===== src/rtl/uart_cmd_ctrl_if.sv =====
// Byte-stream input, command output and error pulses of the UART command frame controller.
// The master side drives rx_data/rx_vld and cmd_rdy; the slave side is the frame controller.
interface uart_cmd_ctrl_if;
    logic [7:0]  rx_data;
    logic        rx_vld;
    logic [7:0]  cmd_code;
    logic [15:0] cmd_data;
    logic        cmd_vld;
    logic        cmd_rdy;
    logic        err_chk;
    logic        err_ovf;
    logic        err_tmo;
    logic [2:0]  dbg_state;

    // Handshake: a command transfers at a rising clk edge where cmd_vld & cmd_rdy are both 1.
    // cmd_vld, once high, stays high with stable cmd_code/cmd_data until that transfer.
    // rx_vld is a single-cycle strobe with no back-pressure.
    modport master (
        output rx_data, rx_vld, cmd_rdy,
        input  cmd_code, cmd_data, cmd_vld, err_chk, err_ovf, err_tmo, dbg_state
    );

    modport slave (
        input  rx_data, rx_vld, cmd_rdy,
        output cmd_code, cmd_data, cmd_vld, err_chk, err_ovf, err_tmo, dbg_state
    );
endinterface


===== src/rtl/uart_cmd_ctrl.sv =====
// Assembles 5-byte frames (HEAD CMD DATA_H DATA_L CHK), checks the sum and hands out commands.
// Optional inter-byte timeout is enabled by defining UART_CMD_TIMEOUT_EN.
module uart_cmd_ctrl #(
    parameter logic [7:0] HEAD = 8'hA5
`ifdef UART_CMD_TIMEOUT_EN
    , parameter int TIMEOUT = 52080
`endif
) (
    input  logic            clk,
    input  logic            rst,
    uart_cmd_ctrl_if.slave  bus
);

    typedef enum logic [2:0] {
        S_IDLE = 3'd0,
        S_CMD  = 3'd1,
        S_DH   = 3'd2,
        S_DL   = 3'd3,
        S_CHK  = 3'd4
    } state_t;

    state_t      state_q, state_d;
    logic [7:0]  cmd_sh_q, dh_sh_q, dl_sh_q;
    logic [7:0]  cmd_code_q;
    logic [15:0] cmd_data_q;
    logic        cmd_vld_q, cmd_vld_d;
    logic        err_chk_q, err_ovf_q, err_tmo_q;

    logic        tmo_hit;
    logic [7:0]  sum;
    logic        frame_end, chk_ok, load_cmd, drop_ovf, bad_chk;

`ifdef UART_CMD_TIMEOUT_EN
    localparam logic [15:0] TMO_LAST = 16'(TIMEOUT - 1);
    logic [15:0] tmo_cnt_q;

    // Counts idle cycles between bytes of a partial frame; a byte on the same cycle wins.
    always_ff @(posedge clk) begin
        if (rst || state_q == S_IDLE || bus.rx_vld || tmo_hit) begin
            tmo_cnt_q <= '0;
        end else begin
            tmo_cnt_q <= tmo_cnt_q + 16'd1;
        end
    end

    assign tmo_hit = (state_q != S_IDLE) && !bus.rx_vld && (tmo_cnt_q == TMO_LAST);
`else
    assign tmo_hit = 1'b0;
`endif

    always_ff @(posedge clk) begin
        if (rst) begin
            state_q <= S_IDLE;
        end else begin
            state_q <= state_d;
        end
    end

    always_comb begin
        state_d = state_q;
        if (bus.rx_vld) begin
            case (state_q)
                S_IDLE:  if (bus.rx_data == HEAD) state_d = S_CMD;
                S_CMD:   state_d = S_DH;
                S_DH:    state_d = S_DL;
                S_DL:    state_d = S_CHK;
                S_CHK:   state_d = S_IDLE;
                default: state_d = S_IDLE;
            endcase
        end else if (tmo_hit) begin
            state_d = S_IDLE;
        end
    end

    always_comb begin
        sum       = cmd_sh_q + dh_sh_q + dl_sh_q;
        frame_end = bus.rx_vld && (state_q == S_CHK);
        chk_ok    = (bus.rx_data == sum);
        load_cmd  = frame_end && chk_ok && (!cmd_vld_q || bus.cmd_rdy);
        drop_ovf  = frame_end && chk_ok && cmd_vld_q && !bus.cmd_rdy;
        bad_chk   = frame_end && !chk_ok;
        cmd_vld_d = load_cmd || (cmd_vld_q && !bus.cmd_rdy);
    end

    always_ff @(posedge clk) begin
        if (rst) begin
            cmd_sh_q   <= '0;
            dh_sh_q    <= '0;
            dl_sh_q    <= '0;
            cmd_code_q <= '0;
            cmd_data_q <= '0;
            cmd_vld_q  <= 1'b0;
            err_chk_q  <= 1'b0;
            err_ovf_q  <= 1'b0;
            err_tmo_q  <= 1'b0;
        end else begin
            if (bus.rx_vld && state_q == S_CMD) cmd_sh_q <= bus.rx_data;
            if (bus.rx_vld && state_q == S_DH)  dh_sh_q  <= bus.rx_data;
            if (bus.rx_vld && state_q == S_DL)  dl_sh_q  <= bus.rx_data;
            if (load_cmd) begin
                cmd_code_q <= cmd_sh_q;
                cmd_data_q <= {dh_sh_q, dl_sh_q};
            end
            cmd_vld_q <= cmd_vld_d;
            err_chk_q <= bad_chk;
            err_ovf_q <= drop_ovf;
            err_tmo_q <= tmo_hit;
        end
    end

    assign bus.cmd_code  = cmd_code_q;
    assign bus.cmd_data  = cmd_data_q;
    assign bus.cmd_vld   = cmd_vld_q;
    assign bus.err_chk   = err_chk_q;
    assign bus.err_ovf   = err_ovf_q;
    assign bus.err_tmo   = err_tmo_q;
    assign bus.dbg_state = state_q;

endmodule


===== src/flat_wrapper.sv =====
// flat-port wrapper written by rule: the top's interface ports become plain ports
module uart_cmd_ctrl_flat 
#(
    parameter logic [7:0] HEAD = 8'hA5

)
  (clk, rst, bus_rx_data, bus_rx_vld, bus_cmd_rdy, bus_cmd_code, bus_cmd_data, bus_cmd_vld, bus_err_chk, bus_err_ovf, bus_err_tmo, bus_dbg_state);
  uart_cmd_ctrl_if bus_i ();
  input  logic clk;
  input  logic rst;
  input wire logic [$bits(bus_i.rx_data)-1:0] bus_rx_data;
  input wire logic [$bits(bus_i.rx_vld)-1:0] bus_rx_vld;
  input wire logic [$bits(bus_i.cmd_rdy)-1:0] bus_cmd_rdy;
  output wire logic [$bits(bus_i.cmd_code)-1:0] bus_cmd_code;
  output wire logic [$bits(bus_i.cmd_data)-1:0] bus_cmd_data;
  output wire logic [$bits(bus_i.cmd_vld)-1:0] bus_cmd_vld;
  output wire logic [$bits(bus_i.err_chk)-1:0] bus_err_chk;
  output wire logic [$bits(bus_i.err_ovf)-1:0] bus_err_ovf;
  output wire logic [$bits(bus_i.err_tmo)-1:0] bus_err_tmo;
  output wire logic [$bits(bus_i.dbg_state)-1:0] bus_dbg_state;
  assign bus_i.rx_data = bus_rx_data;
  assign bus_i.rx_vld = bus_rx_vld;
  assign bus_i.cmd_rdy = bus_cmd_rdy;
  assign bus_cmd_code = bus_i.cmd_code;
  assign bus_cmd_data = bus_i.cmd_data;
  assign bus_cmd_vld = bus_i.cmd_vld;
  assign bus_err_chk = bus_i.err_chk;
  assign bus_err_ovf = bus_i.err_ovf;
  assign bus_err_tmo = bus_i.err_tmo;
  assign bus_dbg_state = bus_i.dbg_state;
  uart_cmd_ctrl #(.HEAD(HEAD)) u_core (.clk(clk), .rst(rst), .bus(bus_i));
endmodule

===== config.mk =====
export PLATFORM = sky130hd
export DESIGN_NAME = uart_cmd_ctrl_flat
export DESIGN_NICKNAME = d
export VERILOG_FILES = /design/src/rtl/uart_cmd_ctrl_if.sv /design/src/rtl/uart_cmd_ctrl.sv /design/src/flat_wrapper.sv
export SDC_FILE = /design/constraint.sdc
export NUM_CORES = 1
export LEC_CHECK = 0
export CORE_MARGIN = 5
export CORE_UTILIZATION = 55
export DETAILED_ROUTE_END_ITERATION = 6
export DONT_BUFFER_PORTS = 1
export GPL_TIMING_DRIVEN = 0
export HOLD_SLACK_MARGIN = 0.06
export PLACE_DENSITY_LB_ADDON = 0.1
export SETUP_SLACK_MARGIN = 0.2
export SLEW_MARGIN = 10
export SYNTH_ARGS = -nofsm -noshare
export SYNTH_HDL_FRONTEND = slang
export SYNTH_SLANG_ARGS = --single-unit

===== constraint.sdc =====
create_clock -name clk -period 3.2 [get_ports clk]
set_input_delay 0 -clock clk [delete_from_list [all_inputs] [get_ports clk]]
set_output_delay 0 -clock clk [all_outputs]
set_load 0.02 [all_outputs]

After elaboration in Yosys (flattened, before gate mapping)
Cells that the tools add are included.
{"block": "op_classes", "addsub": 2, "muxes": 2, "eq_ne": 7, "reduce_logical": 17}
{"operator": "8-bit adder", "count": 2}
{"operator": "3-bit one-hot mux with 4 select lines", "count": 1}
{"operator": "1-bit logical AND", "count": 10}
{"operator": "8-bit equality test", "count": 1}
{"operator": "8-bit equality test (second input constant)", "count": 1}
{"operator": "3-bit by 2-bit equality test with 1-bit output (second input constant)", "count": 2}
{"operator": "3-bit by 1-bit equality test with 1-bit output (second input constant)", "count": 1}
{"operator": "3-bit equality test (second input constant)", "count": 1}
{"operator": "1-bit logical NOT", "count": 3}
{"operator": "3-bit logical NOT", "count": 1}
{"operator": "3-bit 2-to-1 mux", "count": 1}
{"operator": "1-bit logical OR", "count": 2}
{"operator": "2-bit by 1-bit inequality test with 1-bit output (second input constant)", "count": 1}
{"operator": "2-bit AND reduction", "count": 1}
{"block": "totals", "register_bits": 54, "elab_cells": 37, "output_inout_bits": 31}

Depth between registers and ports, before layout
{"block": "depth", "word_depth": 6, "depth_mapped": 12, "depth_no_buf": 11}

Least setup slack after synthesis
OpenSTA, ideal clock, no wires.
{"block": "synth_timing", "path_type": "reg2reg", "start": "reg u_core.dl_sh_q[1]", "end": "reg u_core.cmd_code_q[4] (netlist: u_core.bus.cmd_code[4])", "path_buffers": 1, "setup_slack_ps": 187, "t_arrival_ps": 2941, "stages_incl_launch_ff": 11, "synth_period_minus_slack_ps": 3013, "setup_time_ps": 72, "path_cell_list": "dfxtp_1 > fa_1 > ha_1 > fa_1 > a21o_1 > a21oi_1 > o21ai_1 > xnor2_1 > nor4_4 > buf_6 > mux2i_1"}
{"block": "synth_between", "elab_chain_cells": 4}
{"item": "from (decl)", "line": "uart_cmd_ctrl.sv:23", "text": "logic [7:0] cmd_sh_q, dh_sh_q, dl_sh_q;"}
{"item": "from (signal assigned)", "line": "uart_cmd_ctrl.sv:99", "text": "if (bus.rx_vld && state_q == S_DL) dl_sh_q <= bus.rx_data;"}
{"item": "8-bit adder", "line": "uart_cmd_ctrl.sv:76", "text": "sum = cmd_sh_q + dh_sh_q + dl_sh_q;"}
{"item": "8-bit equality test", "line": "uart_cmd_ctrl.sv:78", "text": "chk_ok = (bus.rx_data == sum);"}
{"item": "1-bit logical AND (2 in a row)", "line": "uart_cmd_ctrl.sv:79", "text": "load_cmd = frame_end && chk_ok && (!cmd_vld_q || bus.cmd_rdy);"}
{"item": "to (signal assigned)", "line": "uart_cmd_ctrl.sv:101", "text": "cmd_code_q <= cmd_sh_q;"}
{"item": "to (decl)", "line": "uart_cmd_ctrl.sv:24", "text": "logic [7:0] cmd_code_q;"}
Every way passes these cells.
A chain may end at the register's enable or synchronous reset.

Worst setup path after layout
{"block": "layout_timing", "start": "reg u_core.dl_sh_q[1]", "end": "reg u_core.cmd_data_q[9] (netlist: u_core.bus.cmd_data[9])"}
{"block": "layout_between", "elab_chain_cells": 4}
{"item": "8-bit adder", "line": "uart_cmd_ctrl.sv:76"}
{"item": "8-bit equality test", "line": "uart_cmd_ctrl.sv:78"}
{"item": "1-bit logical AND (2 in a row)", "line": "uart_cmd_ctrl.sv:79"}
{"item": "to (signal assigned)", "line": "uart_cmd_ctrl.sv:102", "text": "cmd_data_q <= {dh_sh_q, dl_sh_q};"}
{"item": "to (decl)", "line": "uart_cmd_ctrl.sv:25", "text": "logic [15:0] cmd_data_q;"}
Every way passes these cells.

==> run summary <==
Die Wd -> 79.7 microns
Lkg Pwr -> 1.09 nW
first-pass GRT wire length -> 9480 microns
setup TNS -> 0 ps
Critical Path RT -> 3440 ps
worst-margin pin slew -> 876 ps
number of global-route vias before repair -> 1972
Tmin final -> 3100 ps
sequential area share after synthesis -> 40.4%
Setup WS pre-CTS -> -266 ps
placed cells -> 342
Syn Area/Cell -> 9.72 sq um
setup ws final -> 95.3 ps
drt drc -> 0
Fin. Hold Viols -> 0
final core occ -> 66.3%
DR vias -> 1941
Ports -> 43
CP bufs+invs -> 2
DRT Wirelength -> 5730 microns
Routed Antenna Nets -> 0
crit-path max cell delay -> 480 ps
clk_skew -> 5.15 ps
CP cell instances -> fa_1 -> ha_2 -> fa_2 -> xnor2_2 -> xnor2_2 -> nor4_4 -> nand3_2 -> nor4_4 -> buf_4 -> buf_12 -> mux2i_2
All-Layer GR Usage -> 19.4%
number of distinct library cells after synthesis -> 33
CP startpoint kind -> flip-flop
Final Non-Filler Cells -> 369
num rows -> 25
Yosys top cell by area -> dfxtp_1
latest clock arrival within the worst-skew pair -> 310 ps
Slowest-stage cell, CP -> fa_1
core area -> 4720 sq um
Yosys reg bits -> 54
Clock Tree Buf Depth -> 2
share of layout cells above drive strength 1 -> 11.3%
CP Class -> reg2reg
Synth top area share -> 40.4%
ant diodes -> 0
Power Density -> 359 nW/um^2
CTS Buf Count -> 5
Final period util -> 97.0%
largest net degree at the start of global routing -> 16
gpl congestion -> 0.795
worst-path fanout max -> 5
Ys Warns -> 0
min-delay worst type -> in2reg
Critical Path AT -> 3340 ps
status -> completed
maxcap violations -> 0
final setup vio count -> 0
Mapped Cells -> 275
Initial DRC Count -> 66
Die Height -> 79.7 microns
clk root buf -> clkbuf_8
Detail Placement HPWL -> 3960 microns
RSZ-0062 raised after global routing -> yes
Final Cell Area -> 3130 sq um
Synth Cell Area -> 2670 sq um
Fill cells -> 396
die area -> 6350 sq um
CTS sink cnt -> 54
Max Fclk -> 0.322 GHz
synth top area cells -> dfxtp_1 (40%), mux2i_1 (15%), nand2b_1 (11%), fa_1 (6.0%), xnor2_1 (3.6%)
dpl cell area -> 2760 sq um
initial antenna violation count -> 0
Final #Nets -> 327
TritonCTS clock tree -> yes
Initial Util -> 56.6%
CTS clock-pin slew for the worst setup and hold paths -> 90 ps
Worst path top cell family by delay -> adder cells
CP endpoint kind -> flip-flop
PortBufs -> 0
1st-pass router iterations -> 4
number of vias per cell -> 5.26
CTS H-Tree Depth -> 2
Peak VDD IR -> 186 uV
WL per Instance -> 15.5 microns
syn nets -> 301
Max-slew headroom -> 41.4%
grt ovf -> 0
Layout area overhead -> 17.2%
Slew Limit Fails -> 0
## Yosys cell counts
master,instances
dfxtp_1,54
nand2b_1,49
mux2i_1,39
nor2_1,23
nand2_1,20
a21oi_1,17
clkbuf_1,11
xnor2_1,11
fa_1,8
ha_1,6
inv_1,5
xor2_1,5
buf_6,2
nand3_1,2
nor2b_1,2
nor4_1,2
nor4b_1,2
nor4bb_1,2
a211oi_2,1
a21o_1,1
and3_1,1
and3b_1,1
buf_1,1
buf_4,1
conb_1,1
nand3b_1,1
nor3_1,1
nor4_4,1
o21ai_0,1
o21ai_1,1
o21bai_1,1
o2bb2ai_1,1
or2b_1,1
## through the flow
stage               power (mW)  hold WS [ps]
finish                    1.12           107
global placement         0.731           140
CTS                       1.14          89.1
global route              1.17           161
detailed placement       0.731           145
floorplan                0.722           136
## cell usage in the layout, fill, tap and decap left out, drive strengths merged, types with 2 or more instances in the layout
cell type and instances:
clkbuf 20, fa 8, buf 11, nor2 23, a21oi 17, nand2b 49
xnor2 11, dfxtp 54, xor2 5, nor4bb 2, nor4b 2, o21ai 2
dlygate4sd3 10, inv 5, ha 6, nor4 3, nor2b 2, mux2i 39
nand2 20, nand3 2
## cells by family (layout without fill, tap and decap cells)
kind of cell	count (synthesis)	after routing	synth area share [%]
simple gates	108	108	22.3
flops	54	54	40.4
mux	39	39	14.6
compound gates	23	23	4.92
buf+inv	20	47	3.51
xor+xnor	16	16	5.24
fa+ha+maj	14	14	8.80
other cells	1	1	0.140
## power breakdown
| part | switching (mW) | internal (mW) | leakage (nW) |
|---|---|---|---|
| Combinational | 0.0324 | 0.0294 | 0.607 |
| Clock | 0.216 | 0.175 | 0.0482 |
| Sequential | 0.000431 | 0.672 | 0.437 |
## worst register-to-register path: stages (launching register included)
cell and delay (ps):
dfxtp_2 350, fa_1 480, ha_2 200, fa_2 370, xnor2_2 160, xnor2_2 160
nor4_4 310, nand3_2 160, nor4_4 300, buf_4 210, buf_12 130, mux2i_2 200
## routing by layer
| metal | share of wire [%] | vias up | routed length, microns | global-route usage [%] |
|---|---|---|---|---|
| li1 | - | 954 | - | - |
| met2 | 48 | 45 | 2720 | 32.0 |
| met3 | 4.8 | 17 | 277 | 5.08 |
| met4 | 3.3 | 0 | 189 | 9.62 |
| met5 | 0 | - | 0 | 0 |
| met1 | 44 | 925 | 2540 | 23.1 |
## state kept, by name, indices dropped and copies added (netlist names), 3 cells and up
| name | cells |
|---|---|
| u_core.bus.cmd_code | 8 |
| u_core.bus.cmd_data | 16 |
| u_core.bus.dbg_state | 3 |
| u_core.cmd_sh_q | 8 |
| u_core.dh_sh_q | 8 |
| u_core.dl_sh_q | 8 |
## repair_timing
item,4_1_cts,5_1_grt
setup buffers,6,1
gates cloned,0,2
hold buffers,10,0
gates resized for setup,10,9
hold endpoints to repair,29,0
setup endpoints to repair,24,27
pin swaps,4,3
## final timing paths
kind              slack (ps)              start  cells after the start                       to
hold reg to reg          490  u_core.dl_sh_q[1]                      2        u_core.dl_sh_q[1]
hold / removal           110     bus_rx_data[4]                      5  u_core.bus.dbg_state[0]
setup / recovery         100  u_core.dl_sh_q[1]                     11   u_core.bus.cmd_data[9]
setup reg to reg         100  u_core.dl_sh_q[1]                     11   u_core.bus.cmd_data[9]
## final cells by class
cell class | count | area (sq um) | area share [%]
plain buffers | 15 | 92.6 | 2.96
clock buffers | 7 | 86.3 | 2.76
clock inverters | 1 | 5.00 | 0.160
inverters | 5 | 18.8 | 0.599
multi-input cells | 201 | 1550 | 49.5
flip-flops and latches | 54 | 1090 | 34.7
well taps | 67 | 83.8 | 2.68
repair buffers | 19 | 210 | 6.71
No activity file was read; power rests on OpenSTA's default activity.
